### src/rtl/tea_pkg.sv
// TEA constants, state encoding and word-level views of the block and key.
// Shared by the encryptor and the decryptors; no logic.
package tea_pkg;

   localparam int          TEA_ROUNDS  = 32;
   localparam logic [31:0] TEA_DELTA   = 32'h9E3779B9;
   localparam int          TEA_WORD_W  = 32;
   localparam int          TEA_BLOCK_W = 64;
   localparam int          TEA_KEY_W   = 128;

   typedef enum logic [1:0] {
      IDLE = 2'd0,
      RUN  = 2'd1,
      DONE = 2'd2
   } teaState_t;

   typedef struct packed {
      logic [TEA_WORD_W-1:0] v0;
      logic [TEA_WORD_W-1:0] v1;
   } teaBlock_t;

   typedef struct packed {
      logic [TEA_WORD_W-1:0] k0;
      logic [TEA_WORD_W-1:0] k1;
      logic [TEA_WORD_W-1:0] k2;
      logic [TEA_WORD_W-1:0] k3;
   } teaKey_t;

endpackage

### src/rtl/tea_enc_round.sv
// One full TEA encryption round (both halves), purely combinational.
// Zero latency, no flow control: the caller decides when to register the result.
module tea_enc_round
   import tea_pkg::*;
#(
   parameter logic [TEA_WORD_W-1:0] DELTA = TEA_DELTA
) (
   input  logic [TEA_WORD_W-1:0] v0,
   input  logic [TEA_WORD_W-1:0] v1,
   input  logic [TEA_WORD_W-1:0] sum,
   input  logic [TEA_WORD_W-1:0] k0,
   input  logic [TEA_WORD_W-1:0] k1,
   input  logic [TEA_WORD_W-1:0] k2,
   input  logic [TEA_WORD_W-1:0] k3,
   output logic [TEA_WORD_W-1:0] v0Next,
   output logic [TEA_WORD_W-1:0] v1Next,
   output logic [TEA_WORD_W-1:0] sumNext
);

   // The second half mixes the already-updated v0, so the two halves chain.
   assign sumNext = sum + DELTA;
   assign v0Next  = v0 + (((v1 << 4) + k0) ^ (v1 + sumNext) ^ ((v1 >> 5) + k1));
   assign v1Next  = v1 + (((v0Next << 4) + k2) ^ (v0Next + sumNext) ^ ((v0Next >> 5) + k3));

endmodule

### src/rtl/full_sync_encryptor_hs.sv
// Sequential TEA encryptor, one round per enabled cycle; out_valid 32 enabled cycles after accept.
// Backpressure: the ciphertext is held in DONE until out_ready; no new block is accepted until then.
module full_sync_encryptor_hs
   import tea_pkg::*;
#(
   parameter int          ROUNDS = TEA_ROUNDS,
   parameter logic [31:0] DELTA  = TEA_DELTA
) (
   input  logic                   clk,
   input  logic                   rst,
   input  logic                   ena,
   input  logic                   in_valid,
   output logic                   in_ready,
   input  logic [TEA_BLOCK_W-1:0] inBlock64,
   input  logic [TEA_KEY_W-1:0]   key,
   output logic                   out_valid,
   input  logic                   out_ready,
   output logic [TEA_BLOCK_W-1:0] outBlock64,
   output logic                   busy
);

   localparam int CNT_W = $clog2(ROUNDS + 1);

   teaState_t             state;
   teaState_t             stateNext;
   teaBlock_t             blk;
   teaKey_t               keyReg;
   logic [TEA_WORD_W-1:0] sum;
   logic [CNT_W-1:0]      roundCnt;
   logic [TEA_BLOCK_W-1:0] outReg;

   logic [TEA_WORD_W-1:0] v0Next;
   logic [TEA_WORD_W-1:0] v1Next;
   logic [TEA_WORD_W-1:0] sumNext;
   logic                  lastRound;
   logic                  accept;

   tea_enc_round #(.DELTA(DELTA)) uRound (
      .v0      (blk.v0),
      .v1      (blk.v1),
      .sum     (sum),
      .k0      (keyReg.k0),
      .k1      (keyReg.k1),
      .k2      (keyReg.k2),
      .k3      (keyReg.k3),
      .v0Next  (v0Next),
      .v1Next  (v1Next),
      .sumNext (sumNext)
   );

   assign lastRound = (roundCnt == CNT_W'(ROUNDS - 1));
   assign accept    = in_ready & in_valid;

   always_ff @(posedge clk) begin
      if (rst) begin
         state <= IDLE;
      end else if (ena) begin
         state <= stateNext;
      end
   end

   always_comb begin
      stateNext = state;
      case (state)
         IDLE:    if (in_valid)  stateNext = RUN;
         RUN:     if (lastRound) stateNext = DONE;
         DONE:    if (out_ready) stateNext = IDLE;
         default:                stateNext = IDLE;
      endcase
   end

   // Handshakes are masked during the reset cycle so nothing transfers while aborting.
   always_comb begin
      in_ready  = 1'b0;
      out_valid = 1'b0;
      busy      = 1'b0;
      case (state)
         IDLE: in_ready = ena & ~rst;
         RUN:  busy = 1'b1;
         DONE: begin
            busy      = 1'b1;
            out_valid = ena & ~rst;
         end
         default: ;
      endcase
   end

   // outReg is loaded only on the final round, so intermediate values never reach the port.
   always_ff @(posedge clk) begin
      if (rst) begin
         blk      <= '0;
         keyReg   <= '0;
         sum      <= '0;
         roundCnt <= '0;
         outReg   <= '0;
      end else if (ena) begin
         case (state)
            IDLE: begin
               if (accept) begin
                  blk      <= inBlock64;
                  keyReg   <= key;
                  sum      <= '0;
                  roundCnt <= '0;
               end
            end
            RUN: begin
               blk.v0   <= v0Next;
               blk.v1   <= v1Next;
               sum      <= sumNext;
               roundCnt <= roundCnt + CNT_W'(1);
               if (lastRound) begin
                  outReg <= {v0Next, v1Next};
               end
            end
            default: ;
         endcase
      end
   end

   assign outBlock64 = outReg;

endmodule

### config.mk
export PLATFORM = sky130hd
export DESIGN_NAME = full_sync_encryptor_hs
export DESIGN_NICKNAME = d
export VERILOG_FILES = /design/src/rtl/tea_pkg.sv /design/src/rtl/tea_enc_round.sv /design/src/rtl/full_sync_encryptor_hs.sv
export SDC_FILE = /design/constraint.sdc
export NUM_CORES = 1
export LEC_CHECK = 0
export BUFFER_PORTS_ARGS = -buffer_cell sky130_fd_sc_hd__buf_2
export CORE_MARGIN = 2
export CORE_UTILIZATION = 55
export DETAILED_ROUTE_END_ITERATION = 8
export GPL_TIMING_DRIVEN = 0
export PLACE_DENSITY = 0.76
export SLEW_MARGIN = 20
export SYNTH_ARGS = -nofsm -noshare
export SYNTH_HDL_FRONTEND = slang
export SYNTH_SLANG_ARGS = --single-unit
export TNS_END_PERCENT = 100
### constraint.sdc
create_clock -name clk -period 11.8 [get_ports clk]
set_clock_uncertainty 0.15 [all_clocks]
set_input_delay 0.59 -clock clk [delete_from_list [all_inputs] [get_ports clk]]
set_output_delay 0.59 -clock clk [all_outputs]
set_load 0.02 [all_outputs]
==> run_results.csv, run 1 <==
group,metric,value,unit
clock_network,insertion_delay,0.57,ns
route,drc,0,
critical_path,endpoint_kind,"register",
critical_path,cp_slowest_stage_delay,0.61,ns
clock_network,cts_tree,"done",
global_routing,grt_util_all_layers,0.383,
floorplanning,placementRows,76,
job,drv_cap,0,
logic_synthesis,netlist_instances,3019,
critical_path,cp-start-kind,"register",
power,vdd_drop_max,160,uV
global_routing,grt_pass1_wl,129000,um
placement,gp_congestion,0.989,
critical_path,reg2regPathDepth,43,
placement,dp_hpwl,71000,um
power,netSwitchingFraction,0.492,
worst_hold_path,hold_path.class,"in -> reg",
clock_network,htreeDepth,2,
sta,period_needed,11.41,ns
floorplanning,fp.dieW,212,um
route,routedWlPerCell,22.4,um
finish,post_route_cells_drive_above_1_share,0.118,
critical_path,worstPathRequired,12.12,ns
sta,worstMarginPinSlew,1.16,ns
clock_network,path_clk_slew,0.06,ns
clock_network,clk_path_buf_depth,3,
route,ant_nets,0,
logic_synthesis,yosysTopAreaCell,"dfxtp_1",
sta,setup_violations,0,
worst_hold_path,hold_depth,3,
floorplanning,fp.dieH,212,um
critical_path,slowest_stage,"or4b_2",
placement,post-place-ws,-0.0267,ns
logic_synthesis,ys_top_cells_by_area,"dfxtp_1 (25%), ha_1 (13%), xnor2_1 (11%)",
sta,fin_ws,0.386,ns
logic_synthesis,ys_ff_latch,296,
clock_network,cts_buffers,35,
critical_path,crit_type,"reg -> reg",
route,viasPerCell,6.09,
floorplanning,initial_core_util,0.554,
power,intPower,3.80,mW
power,power.total,7.48,mW
critical_path,path_max_fanout,6,
global_routing,grt_pass1_vias,22502,
clock_network,clockRootBuffer,"clkbuf_16",
global_routing,antenna_found_initial,2,
power,clockPowerShare,0.157,
finish,area_growth,14.4,%
power,p_switching,3.68,mW
worst_hold_path,holdCritStartpoint,"key[47]",
route,first_iter_violations,2027,
critical_path,r2r-start,"sum[0]$_SDFFE_PP0P_",
logic_synthesis,synth_edf_count,0,
floorplanning,die-area,44900,um^2
floorplanning,io_pins,264,
sta,fmax,0.0876,GHz
power,cellPowerDensity,275,nW/um^2
route,dr.pass1.iters,6,
worst_hold_path,whs_endpoint,"keyReg[47]$_SDFFE_PP0P_",
critical_path,r2r_end,"blk[31]$_SDFFE_PP0P_",
logic_synthesis,syn_area,23800,um^2
critical_path,rrSetupSlack,0.39,ns
logic_synthesis,ys.flop_type,"dfxtp_1",
floorplanning,coreArea,42900,um^2
route,via_count,23930,
power,p_comb_frac,0.700,
outcome,status,"finished clean",
logic_synthesis,synthesis.nets,3475,
global_routing,grt_max_degree,13,
finish,nNetsFinal,3775,
finish,final_cell_mix,"nand2_1 (474), a21oi_1 (411), dfxtp_1 (296), xnor2_1 (291), buf_2 (263)",
global_routing,grt_overflow,0,
sta,slew_viol_final,0,
logic_synthesis,synth.avg_cell_area,7.87,um^2
finish,final_common_cell,"nand2_1",
route,drt-total-wl,88200,um
power,power_frac_seq,0.144,
logic_synthesis,ys_types,91,
sta,fin_crit_sh,0.967,
logic_synthesis,yosysSeqAreaShare,0.249,
logic_synthesis,synth_top_area_share,0.249,
sta,timing.slew.headroom,0.229,
clock_network,clock_sinks,296,
sta,hold_viol,0,
placement,io_buffers,262,
power,power.leakage,12.0,nW
logic_synthesis,yosysWarnings,0,
logic_synthesis,async_flop_share,0,
critical_path,critPathArrivalTime,11.73,ns
## cells by family (layout without fill, tap and decap cells)
kind of cell	after synthesis	in the layout	share of synthesized area
compound gates	939	939	0.249
simple gates	912	912	0.169
xor+xnor	374	374	0.143
flops	296	296	0.249
fa+ha+maj	259	259	0.139
buf+inv	190	513	0.0304
mux	49	49	0.0209
other cells	0	2	0
## through the flow
step | hold WS [ns] | area (um^2) | utilization | cells | TNS, ns
final | 0.108 | 27200 | 0.634 | 3929 | 0
after global placement | 0.292 | 25800 | 0.602 | 3866 | 0
after floorplan | 0.290 | 23800 | - | 3019 | 0
after detailed placement | 0.297 | 25800 | 0.602 | 3866 | -0.0267
after CTS | 0.0906 | 27000 | 0.630 | 3926 | 0
after global routing | 0.113 | 27200 | 0.634 | 3927 | -0.0219
## synth_stat cells (10+ instances only)
cell	count
xor2_1	63
buf_1	17
o21bai_1	28
a21boi_0	15
and2_1	12
o211ai_1	10
xnor2_1	302
mux2i_1	45
nor3_1	44
inv_1	69
a211oi_1	73
nor2_1	198
a21o_1	118
or3_1	11
a31oi_1	20
a211o_1	10
nand3_1	38
nor2b_1	25
and3_1	24
o31ai_1	10
a22oi_1	19
o21ai_0	92
o21ai_1	15
nand2_1	474
o21a_1	38
nand2b_1	30
dfxtp_1	296
ha_1	251
clkbuf_1	100
a21oi_1	412
nand4_1	10
## cell type report
type                       instances  area [um^2]
inverter                          70          263
tap                              585          732
antenna                            2         5.00
fill                            3860        15700
sequential                       296         5930
multi-input combinational       2533        17300
clock inverter                    11          164
clock buffer                      49         1050
buffer                           120          464
timing repair buffer             263         1320
## sequential cells by signal (all words and copies together) (netlist names)
name,cells
keyReg,128
sum,32
outBlock64,64
blk,64
state,2
roundCnt,6
## power groups by stage
stage | logic [mW] | clock network [mW] | registers [mW]
finish | 5.24 | 1.17 | 1.07
global route | 5.59 | 1.21 | 1.08
CTS | 5.04 | 1.18 | 1.07
detailed placement | 5.01 | 0 | 1.09
global placement | 4.91 | 0 | 1.09
floorplan | 3.73 | 0 | 1.07
## worst max-delay path by stage
stage                              from                    to  slack (ns)
floorplan           sum[0]$_SDFFE_PP0P_  blk[31]$_SDFFE_PP0P_        2.47
global placement    sum[0]$_SDFFE_PP0P_  blk[31]$_SDFFE_PP0P_        0.04
detailed placement  sum[0]$_SDFFE_PP0P_  blk[31]$_SDFFE_PP0P_       -0.03
CTS                 sum[0]$_SDFFE_PP0P_  blk[31]$_SDFFE_PP0P_        0.17
global route        sum[0]$_SDFFE_PP0P_  blk[31]$_SDFFE_PP0P_       -0.02
finish              sum[0]$_SDFFE_PP0P_  blk[31]$_SDFFE_PP0P_        0.39
## critical path: cells and delay by family, from the launching register on
family	cells	cell delay, ns
compound gates	23	5.50
xor+xnor	6	1.67
fa+ha+maj	5	1.72
buf+inv	2	0.30
flops	1	0.37
simple gates	7	1.61
## repair_timing
action                                  CTS  global route
hold buffers                              0             0
endpoints found under the setup margin    1            18
setup buffers                             0             1
gates resized for setup                   1            25
## layer usage
layer,GRT usage,vias to the layer above,part of all wire
met5,0,-,0
met4,0.188,0,0.053
met3,0.0574,209,0.087
met2,0.604,1147,0.43
met1,0.512,11274,0.43
li1,-,11300,-
(Power assumes the default switching activity.)
==> run 2, diff against run 1 <==
--- a/config.mk
+++ b/config.mk
@@ -6,13 +6,16 @@
 export NUM_CORES = 1
 export LEC_CHECK = 0
 export BUFFER_PORTS_ARGS = -buffer_cell sky130_fd_sc_hd__buf_2
+export CELL_PAD_IN_SITES_DETAIL_PLACEMENT = 1
+export CELL_PAD_IN_SITES_GLOBAL_PLACEMENT = 1
 export CORE_MARGIN = 2
-export CORE_UTILIZATION = 55
+export CORE_UTILIZATION = 45
 export DETAILED_ROUTE_END_ITERATION = 8
 export GPL_TIMING_DRIVEN = 0
-export PLACE_DENSITY = 0.76
+export PLACE_DENSITY_LB_ADDON = 0.1
 export SLEW_MARGIN = 20
 export SYNTH_ARGS = -nofsm -noshare
 export SYNTH_HDL_FRONTEND = slang
+export SYNTH_HIERARCHICAL = 1
 export SYNTH_SLANG_ARGS = --single-unit
 export TNS_END_PERCENT = 100
==> run_results.csv, run 2 <==
group,metric,value,unit
finish,final_cell_count_no_fill,3965,
finish,n_antenna_cell,0,
critical_path,crit_top_cell,"xnor2_1",
floorplanning,coreArea,51300,um^2
route,dr.pass1.iters,5,
sta,final.setup.tns,0,ns
clock_network,cts_tree,"done",
power,p_switching,4.13,mW
logic_synthesis,yosysSeqAreaShare,0.254,
power,cellPowerDensity,305,nW/um^2
global_routing,grt_util_all_layers,0.337,
critical_path,reg2regPathDepth,38,
finish,regMostFlops,"keyReg",
route,ant_nets,0,
sta,fin_ws,0.658,ns
floorplanning,die-area,53700,um^2
route,viasPerCell,5.82,
outcome,status,"finished clean",
finish,largest_reg_flops,128,
logic_synthesis,ys.flop_type,"dfxtp_1",
power,power.leakage,11.8,nW
clock_network,postCtsHoldBufs,0,
logic_synthesis,synth_top_cells_by_count,"nand2_1 (516), a21oi_1 (412), xnor2_1 (302)",
sta,period_needed,11.14,ns
placement,post-place-ws,0.355,ns
placement,gp_congestion,0.941,
critical_path,rrSetupSlack,0.66,ns
sta,worstMarginPinSlew,1.12,ns
power,power_frac_seq,0.132,
logic_synthesis,ys_ff_latch,296,
clock_network,cts_buffers,37,
clock_network,clockRootBuffer,"clkbuf_16",
logic_synthesis,ys_types,72,
logic_synthesis,netlist_instances,2953,
sta,fin_crit_sh,0.944,
logic_synthesis,synthesis.nets,3412,
power,p_comb_frac,0.721,
finish,nFillCells,6427,
global_routing,antenna_found_initial,5,
route,first_iter_violations,1283,
logic_synthesis,post-synth-top-count-cell,"nand2_1",
logic_synthesis,syn_area,23300,um^2
floorplanning,fp.dieH,232,um
critical_path,cp-start-kind,"register",
critical_path,cp-endpoint,"blk[30]$_SDFFE_PP0P_",
clock_network,clock_sinks,296,
critical_path,r2r-start,"sum[0]$_SDFFE_PP0P_",
floorplanning,fp.dieW,232,um
sta,setup_violations,0,
floorplanning,placementRows,83,
global_routing,grt_max_degree,15,
sta,timing.slew.headroom,0.250,
critical_path,endpoint_kind,"register",
logic_synthesis,yosysWarnings,6,
global_routing,grt_overflow,0,
finish,post_route_cells_drive_above_1_share,0.130,
power,vdd_drop_max,229,uV
critical_path,startpoint,"sum[0]$_SDFFE_PP0P_",
critical_path,worstPathRequired,12.12,ns
critical_path,critPathArrivalTime,11.46,ns
placement,placed_cells,3898,
power,clockPowerShare,0.148,
sta,rsz0062_at_grt,"no",
logic_synthesis,synth_top_area_share,0.254,
job,drv_cap,0,
clock_network,insertion_delay,0.57,ns
finish,multi_input_area,16800,um^2
logic_synthesis,ys_top_cells_by_area,"dfxtp_1 (25%), ha_1 (14%), xnor2_1 (11%)",
finish,final_common_cell,"nand2_1",
critical_path,cp_slowest_stage_delay,0.72,ns
global_routing,grt_pass1_wl,139000,um
logic_synthesis,synth_edf_count,0,
sta,slew_viol_final,0,
clock_network,htreeDepth,2,
clock_network,clk_path_buf_depth,3,
critical_path,path_max_fanout,6,
critical_path,slowest_stage,"xnor2_1",
placement,io_buffers,262,
finish,seqCellArea,5930,um^2
placement,dp_hpwl,74800,um
floorplanning,initial_core_util,0.455,
global_routing,grt_pass1_vias,23648,
logic_synthesis,async_flop_share,0,
route,via_count,23077,
finish,utilization,0.524,
route,routedWlPerCell,23.3,um
finish,area_growth,15.2,%
floorplanning,io_pins,264,
critical_path,r2r_end,"blk[30]$_SDFFE_PP0P_",
logic_synthesis,synth.avg_cell_area,7.90,um^2
clock_network,path_clk_slew,0.06,ns
finish,final_cell_mix,"nand2_1 (516), a21oi_1 (411), buf_2 (324), xnor2_1 (297), dfxtp_1 (296)",
worst_hold_path,hold_path.class,"in -> reg",
critical_path,crit_type,"reg -> reg",
power,netSwitchingFraction,0.504,
route,drt-total-wl,92500,um
sta,hold_viol,0,
sta,fmax,0.0897,GHz
route,drc,0,
logic_synthesis,yosysTopAreaCell,"dfxtp_1",
power,intPower,4.07,mW
finish,nNetsFinal,3717,
## run 2: cell type report
cell class                      instances  share of cell area
Sequential cell                       296               0.220
Buffer                                108              0.0185
Clock buffer                           50              0.0397
Multi-Input combinational cell       2497               0.625
Tap cell                              680              0.0316
Clock inverter                         16             0.00735
Inverter                               52             0.00726
Timing Repair Buffer                  266              0.0500
## run 2: worst min path at each step
stage                                 from  slack (ns)                     endpoint  cells past startpoint
6_report                          key[113]        0.10     keyReg[113]$_SDFFE_PP0P_                      3
5_1_grt                           key[113]        0.11     keyReg[113]$_SDFFE_PP0P_                      3
4_1_cts                           key[113]        0.09     keyReg[113]$_SDFFE_PP0P_                      3
3_5_place_dp   outBlock64[59]$_SDFFE_PP0P_        0.30  outBlock64[59]$_SDFFE_PP0P_                      2
3_3_place_gp    outBlock64[1]$_SDFFE_PP0P_        0.29   outBlock64[1]$_SDFFE_PP0P_                      2
2_1_floorplan     keyReg[100]$_SDFFE_PP0P_        0.29     keyReg[100]$_SDFFE_PP0P_                      2
## run 2: what timing repair did
item	CTS	global route
gates resized for setup	0	17
buffers inserted	0	1
setup endpoints to repair	0	5
endpoints found under the hold margin	0	0
## run 2: per-layer routing
metal  GRT usage  vias to the layer above  routed length (um)
li1            -                    11036                   -
met1       0.422                    11348               40400
met2       0.579                      533               43700
met3      0.0359                      160                3660
met4       0.158                        0                4710
met5           0                        -                   0
## run 2: logic make-up (layout without fill, tap and decap cells)
kind of cell	Yosys count	count (layout)	synth area share
buffers and inverters	160	492	0.0295
AND/OR/NAND/NOR	900	900	0.166
adder cells (fa/ha/maj)	262	262	0.143
XOR/XNOR	375	375	0.145
AO/OA/AOI/OAI	896	896	0.235
multiplexers	64	64	0.0274
flip-flops	296	296	0.254
## run 2: through the flow
stage / power [mW] / instance area, um^2 / hold WS [ns]
after global placement: 6.69 / 25500 / 0.291
after global routing: 8.65 / 26900 / 0.110
after detailed placement: 6.86 / 25500 / 0.297
final: 8.19 / 26900 / 0.102
after CTS: 8.12 / 26800 / 0.0863
after floorplan: 5.20 / 23300 / 0.290
## run 2: power by group through the flow
stage	clock, mW	sequential (mW)	combinational, mW
6_report	1.21	1.08	5.90
5_1_grt	1.26	1.08	6.30
4_1_cts	1.23	1.08	5.81
3_5_place_dp	0	1.10	5.76
3_3_place_gp	0	1.10	5.59
2_1_floorplan	0	1.08	4.12
## run 2: critical path, delay by kind of cell, from the launching register on
family                   cells  cell delay (ns)
multiplexers                 1             0.11
AND/OR/NAND/NOR              7             2.14
adder cells (fa/ha/maj)      5             1.61
XOR/XNOR                     8             2.78
flip-flops                   1             0.41
AO/OA/AOI/OAI               17             3.85
==> run 3, diff against run 2 <==
--- a/config.mk
+++ b/config.mk
@@ -6,10 +6,12 @@
 export NUM_CORES = 1
 export LEC_CHECK = 0
 export BUFFER_PORTS_ARGS = -buffer_cell sky130_fd_sc_hd__buf_2
+export CAP_MARGIN = 10
 export CELL_PAD_IN_SITES_DETAIL_PLACEMENT = 1
 export CELL_PAD_IN_SITES_GLOBAL_PLACEMENT = 1
 export CORE_MARGIN = 2
 export CORE_UTILIZATION = 45
+export CTS_BUF_LIST = sky130_fd_sc_hd__clkbuf_16
 export DETAILED_ROUTE_END_ITERATION = 8
 export GPL_TIMING_DRIVEN = 0
 export PLACE_DENSITY_LB_ADDON = 0.1
==> run_results.csv, run 3 (synthesis gave the netlist of run 2 again) <==
group,metric,value,unit
critical_path,critical_path_buf_inv_count,0,
sta,final.setup.tns,0,ns
critical_path,cp_slowest_stage_delay,0.46,ns
global_routing,grt_overflow,0,
route,first_iter_violations,1346,
route,viasPerCell,5.82,
critical_path,crit_top_cell,"xnor2_1",
sta,timing.slew.headroom,0.278,
finish,final_cell_mix,"nand2_1 (516), a21oi_1 (411), buf_2 (324), xnor2_1 (297), dfxtp_1 (296)",
route,ant_nets,0,
finish,regMostFlops,"keyReg",
critical_path,slowest_stage,"ha_1",
critical_path,path_max_fanout,5,
sta,period_needed,11.14,ns
clock_network,htreeDepth,2,
placement,dp_hpwl,74800,um
finish,n_antenna_cell,0,
route,via_count,23094,
placement,placed_cells,3898,
outcome,status,"finished clean",
floorplanning,io_pins,264,
critical_path,endpoint_kind,"register",
sta,setup_violations,0,
clock_network,postCtsHoldBufs,0,
floorplanning,fp.dieW,232,um
route,dr.pass1.iters,5,
critical_path,crit_family,"XOR/XNOR gates",
global_routing,grt_util_all_layers,0.337,
clock_network,cts_tree,"done",
finish,utilization,0.523,
route,drt-total-wl,92500,um
clock_network,path_clk_slew,0.06,ns
job,drv_cap,0,
critical_path,critPathArrivalTime,11.47,ns
power,vdd_drop_max,225,uV
finish,largest_reg_flops,128,
global_routing,antenna_found_initial,5,
placement,io_buffers,262,
global_routing,grt_max_degree,15,
critical_path,cp-start-kind,"register",
floorplanning,fp.dieH,232,um
power,cellPowerDensity,304,nW/um^2
floorplanning,coreArea,51300,um^2
route,routedWlPerCell,23.3,um
finish,area_growth,15.0,%
clock_network,insertion_delay,0.57,ns
finish,final_cell_count_no_fill,3965,
sta,fin_crit_sh,0.944,
clock_network,cts_buffers,37,
finish,nNetsFinal,3717,
finish,post_route_cells_drive_above_1_share,0.129,
clock_network,clock_sinks,296,
sta,fmax,0.0897,GHz
clock_network,clk_path_buf_depth,3,
sta,rsz0062_at_grt,"no",
floorplanning,die-area,53700,um^2
floorplanning,placementRows,83,
route,drc,0,
sta,hold_viol,0,
power,power.total,8.16,mW
worst_hold_path,hold_path.class,"in -> reg",
placement,post-place-ws,0.355,ns
placement,gp_congestion,0.941,
global_routing,grt_pass1_vias,23603,
sta,fin_ws,0.658,ns
sta,slew_viol_final,0,
power,power.leakage,11.8,nW
finish,final_common_cell,"nand2_1",
clock_network,clockRootBuffer,"clkbuf_16",
critical_path,worstPathRequired,12.12,ns
global_routing,grt_pass1_wl,139000,um
floorplanning,initial_core_util,0.455,
sta,worstMarginPinSlew,1.08,ns
critical_path,crit_type,"reg -> reg",
-- run 3: layout make-up --
| type | count | area, um^2 |
|---|---|---|
| plain buffers | 108 | 497 |
| clock buffers | 39 | 976 |
| repair buffers | 266 | 1350 |
| flip-flops and latches | 296 | 5930 |
| clock inverters | 27 | 239 |
| well taps | 680 | 851 |
| fillers | 6431 | 24500 |
| inverters | 52 | 195 |
| multi-input cells | 2497 | 16800 |
-- run 3: per-stage QoR --
| step | hold WS [ns] | instance area [um^2] |
|---|---|---|
| after floorplan | 0.290 | 23300 |
| after global placement | 0.291 | 25500 |
| after detailed placement | 0.297 | 25500 |
| after CTS | 0.0863 | 26800 |
| after global routing | 0.110 | 26900 |
| final | 0.103 | 26900 |
-- run 3: worst min-delay path: cells and delay by family --
family	cells	cell delay, ns
buffers and inverters	1	0.09
AOI/OAI and AO/OA	1	0.05
and+or+nand+nor	1	0.04
-- run 3: metal layers --
metal | vias to the layer above | track usage | routed length, um
li1 | 11041 | - | -
met1 | 11363 | 0.423 | 40400
met2 | 535 | 0.580 | 43800
met5 | - | 0 | 0
met4 | 0 | 0.155 | 4560
met3 | 155 | 0.0351 | 3750
-- run 3: path summary, 6_finish.rpt --
check,startpoint,to,slack (ns),depth (start not counted)
min,key[113],keyReg[113]$_SDFFE_PP0P_,0.10,3
max reg2reg,sum[4]$_SDFFE_PP0P_,blk[31]$_SDFFE_PP0P_,0.66,44
min reg2reg,outBlock64[59]$_SDFFE_PP0P_,outBlock64[59]$_SDFFE_PP0P_,0.30,2
max,sum[4]$_SDFFE_PP0P_,blk[31]$_SDFFE_PP0P_,0.66,44
-- run 3: where the power goes --
| group | leakage [nW] | switching, mW | internal, mW | total, mW |
|---|---|---|---|---|
| Sequential | 2.40 | 0.0457 | 1.03 | 1.08 |
| Combinational | 8.74 | 3.60 | 2.31 | 5.91 |
| Clock | 0.615 | 0.489 | 0.686 | 1.18 |
| Total | 11.8 | 4.13 | 4.03 | 8.16 |
-- run 3: what timing repair did --
action	CTS	global route
hold endpoints to repair	0	0
endpoints found under the setup margin	0	4
resized for setup	0	17
setup buffers	0	1
